[config.mk]
export PLATFORM = sky130hd
export DESIGN_NAME = grf_scoreboard
export DESIGN_NICKNAME = d
export VERILOG_FILES = /design/src/rtl/grf_scoreboard.sv
export SDC_FILE = /design/constraint.sdc
export NUM_CORES = 1
export LEC_CHECK = 0
export CAP_MARGIN = 5
export CORE_ASPECT_RATIO = 0.5
export CORE_MARGIN = 2
export CORE_UTILIZATION = 56
export DETAILED_ROUTE_END_ITERATION = 7
export PLACE_DENSITY = 0.76
export SLEW_MARGIN = 20
export SYNTH_ARGS = -nofsm -noshare
export SYNTH_HDL_FRONTEND = slang
export SYNTH_SLANG_ARGS = --single-unit
[constraint.sdc]
create_clock -name clk -period 18.81 [get_ports clk]
set_clock_uncertainty 0.15 [all_clocks]
set_input_delay 1.881 -clock clk [delete_from_list [all_inputs] [get_ports clk]]
set_output_delay 1.881 -clock clk [all_outputs]
set_load 0.005 [all_outputs]
[src/rtl/grf_scoreboard.sv]
// Per-register pending-write scoreboard for GRF RAW hazard detection.
// Stall is combinational (zero latency); pending/inflight/error flags are registered.
module grf_scoreboard #(
    parameter int CNT_W = 2
) (
    input  logic        clk,
    input  logic        reset,
    input  logic        issue_we,
    input  logic [4:0]  issue_a3,
    input  logic        wb_we,
    input  logic [4:0]  wb_a3,
    input  logic        flush,
    input  logic [4:0]  rs_addr,
    input  logic [4:0]  rt_addr,
    input  logic        rs_use,
    input  logic        rt_use,
    output logic        stall,
    output logic [31:0] pending,
    output logic [7:0]  inflight,
    output logic        ovf_err,
    output logic        unf_err
);

    localparam logic [CNT_W-1:0] MAX = '1;
    localparam logic [CNT_W-1:0] ONE = CNT_W'(1);

    logic [31:0][CNT_W-1:0] cnt_q;
    logic [31:0][CNT_W-1:0] cnt_d;
    logic [31:0]            pending_d;
    logic [7:0]             inflight_d;
    logic                   ovf_d;
    logic                   unf_d;
    logic                   inc;
    logic                   dec;
    logic                   same_reg;

    assign inc      = issue_we && (issue_a3 != 5'd0);
    assign dec      = wb_we && (wb_a3 != 5'd0);
    assign same_reg = inc && dec && (issue_a3 == wb_a3);

    // Write-through: a register whose last pending write retires this cycle no longer blocks.
    function automatic logic hz(input logic [4:0] a, input logic u,
                                input logic [CNT_W-1:0] c, input logic dec_hit);
        hz = u && (a != 5'd0) && (c != '0) && !(dec_hit && (c == ONE));
    endfunction

    always_comb begin
        stall = hz(rs_addr, rs_use, cnt_q[rs_addr], dec && (wb_a3 == rs_addr))
              | hz(rt_addr, rt_use, cnt_q[rt_addr], dec && (wb_a3 == rt_addr));
    end

    always_comb begin
        cnt_d = cnt_q;
        ovf_d = ovf_err;
        unf_d = unf_err;
        if (flush) begin
            cnt_d = '0;
        end else if (!same_reg) begin
            if (inc) begin
                if (cnt_q[issue_a3] == MAX) ovf_d = 1'b1;
                else                        cnt_d[issue_a3] = cnt_q[issue_a3] + ONE;
            end
            if (dec) begin
                if (cnt_q[wb_a3] == '0) unf_d = 1'b1;
                else                    cnt_d[wb_a3] = cnt_q[wb_a3] - ONE;
            end
        end
        cnt_d[0] = '0;
    end

    always_comb begin
        pending_d  = '0;
        inflight_d = '0;
        for (int i = 1; i < 32; i++) begin
            pending_d[i] = (cnt_d[i] != '0);
            inflight_d   = inflight_d + 8'(cnt_d[i]);
        end
    end

    always_ff @(posedge clk) begin
        if (reset) begin
            cnt_q    <= '0;
            pending  <= '0;
            inflight <= '0;
            ovf_err  <= 1'b0;
            unf_err  <= 1'b0;
        end else begin
            cnt_q    <= cnt_d;
            pending  <= pending_d;
            inflight <= inflight_d;
            ovf_err  <= ovf_d;
            unf_err  <= unf_d;
        end
    end

endmodule

# After elaboration in Yosys (flattened, before gate mapping)
# Index checks and enable logic that the tools add are counted.
dict set report classes {
  add_sub_neg 32
  eq_ne 6
  reduce_logical 58
  n_lt_le_gt_ge 6
  n_mux 22
  bitwise 3
}
# op n
set ops {}
lappend ops {{two-way mux 64 bit} 8}
lappend ops {{adder 8 x 2 -> 8 bit} 24}
lappend ops {{bitwise mux 64 bit} 2}
lappend ops {{nonzero test 2 bit} 33}
lappend ops {{binary-select mux 2 bit (select 5 bit)} 4}
lappend ops {{less-than comparator 5 x 6 -> 1 bit, second input constant} 4}
lappend ops {{demux 2 bit (select 5 bit)} 2}
lappend ops {{nonzero test 5 bit} 4}
lappend ops {{logical AND 1 bit} 16}
lappend ops {{equality test 5 bit} 3}
lappend ops {{two-way mux 2 bit} 6}
lappend ops {{greater-or-equal comparator 5 x 1 -> 1 bit, second input constant} 2}
lappend ops {{adder 7 x 2 -> 8 bit} 1}
lappend ops {{AND reduction 4 bit} 2}
lappend ops {{adder 6 x 2 -> 7 bit} 1}
lappend ops {{adder 5 x 2 -> 6 bit} 1}
lappend ops {{adder 4 x 2 -> 5 bit} 1}
lappend ops {{adder 3 x 2 -> 4 bit} 1}
lappend ops {{equality test 2 x 1 -> 1 bit, second input constant} 2}
lappend ops {{adder 2 x 2 -> 3 bit} 1}
lappend ops {{adder 2 x 1 -> 2 bit, second input constant} 1}
lappend ops {{equality test 2 bit, second input constant} 1}
lappend ops {{logical NOT 1 bit} 2}
lappend ops {{logical NOT 2 bit} 1}
lappend ops {{other kinds (3)} 4}
dict set report totals {
  output_inout_bits 43
  elab_cells 164
  inputBits 27
  ff_bits 106
}

# Longest topological paths before layout
dict set report logic_depth {
  ltp_word 44
  mapped_depth 35
  mapped_depth_nobuf 31
}

# Least setup slack after synthesis
# No wires, ideal clock.
dict set report synth_timing {
  path_kind {input to register}
  start {in wb_a3[0]}
  end {reg inflight[5]}
  slack_ns 8.430
  arrival_ns 10.102
  path_stages 34
  required_ns 18.532
  path_cell_list {buf_2 -> buf_2 -> buf_2 -> mux4_2 -> mux2_2 -> a221oi_1 -> nor2_1 -> a221oi_1 -> ha_1 -> and4b_1 -> clkbuf_1 -> clkbuf_1 -> nand3_1 -> o31ai_1 -> a22o_1 -> or2_2 -> fa_1 -> inv_1 -> fa_1 -> inv_1 -> fa_1 -> inv_1 -> fa_1 -> fa_1 -> fa_1 -> inv_1 -> fa_1 -> inv_1 -> ha_1 -> fa_1 -> a21o_1 -> a21oi_1 -> xor2_1 -> nor2_1}
}
dict set report synth_between {
  elab_chain_len 39
}
# element line_no
set synth_lines {}
lappend synth_lines {{start, declared} 11} ;# input logic [4:0] wb_a3,
lappend synth_lines {{less-than comparator 5 x 6 -> 1 bit (implied by the code) / greater-or-equal comparator 5 x 1 -> 1 bit (equally long branches)} 65} ;# else cnt_d[wb_a3] = cnt_q[wb_a3] - ONE;
lappend synth_lines {{logical AND 1 bit (implied by the code)} 65}
lappend synth_lines {{two-way mux 2 bit (implied by the code)} 65}
lappend synth_lines {{demux 2 bit (select 5 bit)} 65}
lappend synth_lines {{bitwise mux 64 bit} 65}
lappend synth_lines {{two-way mux 64 bit} 64} ;# if (cnt_q[wb_a3] == '0) unf_d = 1'b1;
lappend synth_lines {{two-way mux 64 bit} 63} ;# if (dec) begin
lappend synth_lines {{two-way mux 64 bit (*)} 58} ;# end else if (!same_reg) begin
lappend synth_lines {{two-way mux 64 bit (*)} 56} ;# if (flush) begin
lappend synth_lines {{adder 2 x 2 -> 3 bit} 76} ;# inflight_d = inflight_d + 8'(cnt_d[i]);
lappend synth_lines {{adder 3 x 2 -> 4 bit} 76}
lappend synth_lines {{adder 4 x 2 -> 5 bit} 76}
lappend synth_lines {{adder 5 x 2 -> 6 bit} 76}
lappend synth_lines {{adder 6 x 2 -> 7 bit} 76}
lappend synth_lines {{adder 7 x 2 -> 8 bit} 76}
lappend synth_lines {{adder 8 x 2 -> 8 bit (23 in a row)} 76}
lappend synth_lines {{adder 8 x 2 -> 8 bit (*)} 76}
lappend synth_lines {{end signal, assigned} 90} ;# inflight <= inflight_d;
lappend synth_lines {{end, declared} 19} ;# output logic [7:0] inflight,
# Every way passes the cells marked *; elsewhere a longest branch is shown, timed or not. The select of a mux whose other input is x is not followed.
# A chain may end at the register's enable or synchronous reset.

==> impl_metrics.toml <==
[timing]
fin_setup_tns_ns = 0
rsz0062_at_grt = "no"
final-max-slew-violation-count = 0
final_hold_viol_count = 0
finalSetupViolations = 0
timing.hold.ws_ns = 0.359
slew_headroom_pct = 16.8
period_share_pct = 64.0
fmax_ghz = 0.0830
fin_crit_ns = 12.04
worst-slew-pin-transition_ns = 1.24

[routing]
post_drt_via_cell_ratio = 7.51
post_drt_wl_per_cell_microns = 29.6
wl_mm = 41.5
ant_nets = 0
vias = 10536
dr.pass1.iters = 6
drc = 0
drtIter0Drc = 2193

[worst_setup_path]
r2r_slack_ns = 9.13
cp_slowest_cell = "clkdlybuf4s50_1"
start_kind = "input port"
critPathMostFrequentCell = "fa_1"
reg2reg_from = "cnt_q[16]"
worstSetupPathType = "input port to flop"
required_ns = 18.89
ff2ff_path_depth = 28
crit_family = "adder cells"
critPathMaxFanout = 29
cp-end-kind = "flop"
r2r-end = "inflight[5]"
crit_arrival_ns = 12.12
max_stage_delay_ns = 1.30
worst-path-buf-inv = 3
cp_num_cells = 29

[clocking]
clk_pin_slew_worst_paths_ns = 0.07
post_cts_resized = 0
cts_setup_buffers = 0
cts_root_buffer = "clkbuf_16"
clkLatencyLatePin_ns = 0.36
postCtsHoldBufs = 0
cts_buffers = 9
cts_tree = "yes"
clk_path_buf_depth = 2
cts.sinks = 102
htree_levels = 3

[global_routing]
grt_pass1_wl_mm = 61.4
antenna_found_initial = 0
grt_max_degree = 80
grt_overflow = 0
track_usage_pct = 42.9
grt_pass1_vias = 9828

[place]
portBuffers = 67
gp_congestion = 1.09
hpwlAfterDp_mm = 30.4

[synthesis]
synth_compound_area_share_pct = 23.3
synth.avg_cell_area_sq_um = 8.62
synthMuxAreaShare_pct = 13.7
synth_top_family_by_area = "compound AO/OA/AOI/OAI gates"
netlist-cell-type-count = 79
synth_edf_count = 0
ys_ff_latch = 102
synthArstFlopShare_pct = 0
yosys_warnings = 0
synth_ff_type = "dfxtp_1"
ys_seq_area_share_pct = 20.2
yosysTopAreaCell = "dfxtp_1"
netlist_top_cells_area = "dfxtp_1, fa_1, mux4_2"
synth_top_area_share_pct = 20.2
synthXorXnorAreaFrac_pct = 1.64
syn_area_sq_um = 10100
synthSimpleGateAreaFrac_pct = 19.8
synth_fa_ha_area_share_pct = 12.8
postSynthCellCount = 1174

[floorplan]
rows = 34
boundaryPins = 70
coreArea_sq_um = 17500
die_h_microns = 99.1
design.die.area_sq_um = 19200
die_width_microns = 194
initial_core_util_pct = 57.7

[run]
cap_violations = 0

[pwr]
leakage_uw = 0.00398
cellPowerDensity_nw_per_um2 = 47.2
peakVddDrop_mv = 0.0523

[worst_hold_path]
hold_depth = 2
hp-start = "ovf_err"
min_to = "ovf_err"
hold_path.class = "flop to flop"

[status]
outcome = "completed"

[final_layout]
finalCoreUtilization_pct = 63.0
area_delta_synth_final_pct = 9.19
multi_input_area_sq_um = 7250
fillers = 1540
layout.nets = 1259
drive_above_1_share_pct = 11.7
register_area_sq_um = 2040
## synthesized netlist by cell type (11+ instances only)
master / count
inv_1: 96
nor2_1: 119
or2_2: 17
dfxtp_1: 102
a221oi_1: 16
a21o_1: 11
a22oi_1: 19
xnor2_1: 15
o21ai_0: 27
o31ai_1: 12
a41oi_1: 25
nand2b_1: 14
o211ai_1: 12
a21oi_1: 51
mux4_2: 47
nand2_1: 29
nand3_1: 56
nor2b_1: 27
and3_1: 17
a32oi_1: 14
mux2i_1: 20
a31oi_1: 27
nor3_1: 17
ha_1: 12
mux2_2: 11
o22ai_1: 38
clkbuf_1: 64
buf_2: 38
fa_1: 57
## worst max path at each step
stage | to | start | slack, ns
2_1_floorplan | inflight[5] | wb_a3[0] | 8.43
3_3_place_gp | inflight[5] | wb_a3[2] | 6.98
5_1_grt | inflight[5] | wb_a3[2] | 6.57
6_report | inflight[5] | wb_a3[2] | 6.77
3_5_place_dp | inflight[5] | wb_a3[2] | 6.70
4_1_cts | inflight[5] | wb_a3[2] | 7.04
## worst min-delay path, cell delays in order, from the launching register on
cell and delay, ns:
dfxtp_1 0.34, a31oi_1 0.05, nor2_1 0.09
## cell families after synthesis
family | Yosys count
AOI/OAI and AO/OA | 327
xor gates and xnor gates | 19
adders and majority gates | 69
buffers and inverters | 210
DFF | 102
muxes | 78
other | 1
and+or+nand+nor | 368
## per-stage QoR
stage                     worst slack [ns]  instances  cell area (sq um)  total power, uW
after global placement                6.98       1386              10800              336
after CTS                             7.04       1401              11000              514
after global routing                  6.57       1401              11000              535
after floorplan                       8.43       1175              10100              300
final                                 6.77       1402              11000              522
after detailed placement              6.70       1386              10800              337
## sequential cells by signal, indices dropped and copies added, names as in the netlist
name,cells
unf_err,1
cnt_q,62
inflight,7
ovf_err,1
pending,31
## metal layers
metal | track usage, % | vias up | part of all wire (%)
met3 | 20.9 | 137 | 19
met5 | 0 | - | 0
met2 | 57.0 | 974 | 38
met1 | 61.4 | 5067 | 40
li1 | - | 4358 | -
met4 | 11.4 | 0 | 2.9
## report_power, final
group / total [uW] / switching (uW) / internal (uW)
Clock: 183 / 89.2 / 93.6
Combinational: 118 / 77.8 / 40.2
Sequential: 221 / 2.59 / 218
Total: 522 / 170 / 352
## cells in the final DEF, fill, tap and decap left out, types with 9 or more instances in the layout
cell,synthesis,routed
a31oi_1,27,27
or2_2,17,17
nand3_1,56,56
mux4_2,47,47
a221o_1,9,9
xnor2_1,15,15
clkdlybuf4s50_1,0,63
clkbuf_16,0,9
a21oi_1,51,51
fa_1,57,57
buf_4,8,24
o211ai_1,12,12
mux2i_1,20,20
o41ai_1,10,10
dfxtp_1,102,102
nor2_1,119,118
nor2b_1,27,27
a221oi_1,16,16
inv_1,96,96
o22ai_1,38,38
and3_1,17,17
o31ai_1,12,12
nand2b_1,14,14
nand4_1,9,9
a21o_1,11,11
nand2_1,29,29
a32oi_1,14,14
nand3b_1,10,10
a22oi_1,19,19
nor3_1,17,17
ha_1,12,12
a41oi_1,25,25
o21ai_0,27,27
mux2_2,11,11
## area by class of cell
class,count,share of cell area [%]
multi-input cells,863,65.6
flip-flops and latches,102,18.5
repair buffers,91,7.52
inverters,96,3.26
well taps,234,2.65
clock buffers,11,2.20
clock inverters,4,0.283
diodes,1,0.0226
Power figures use the tool's default switching activity.
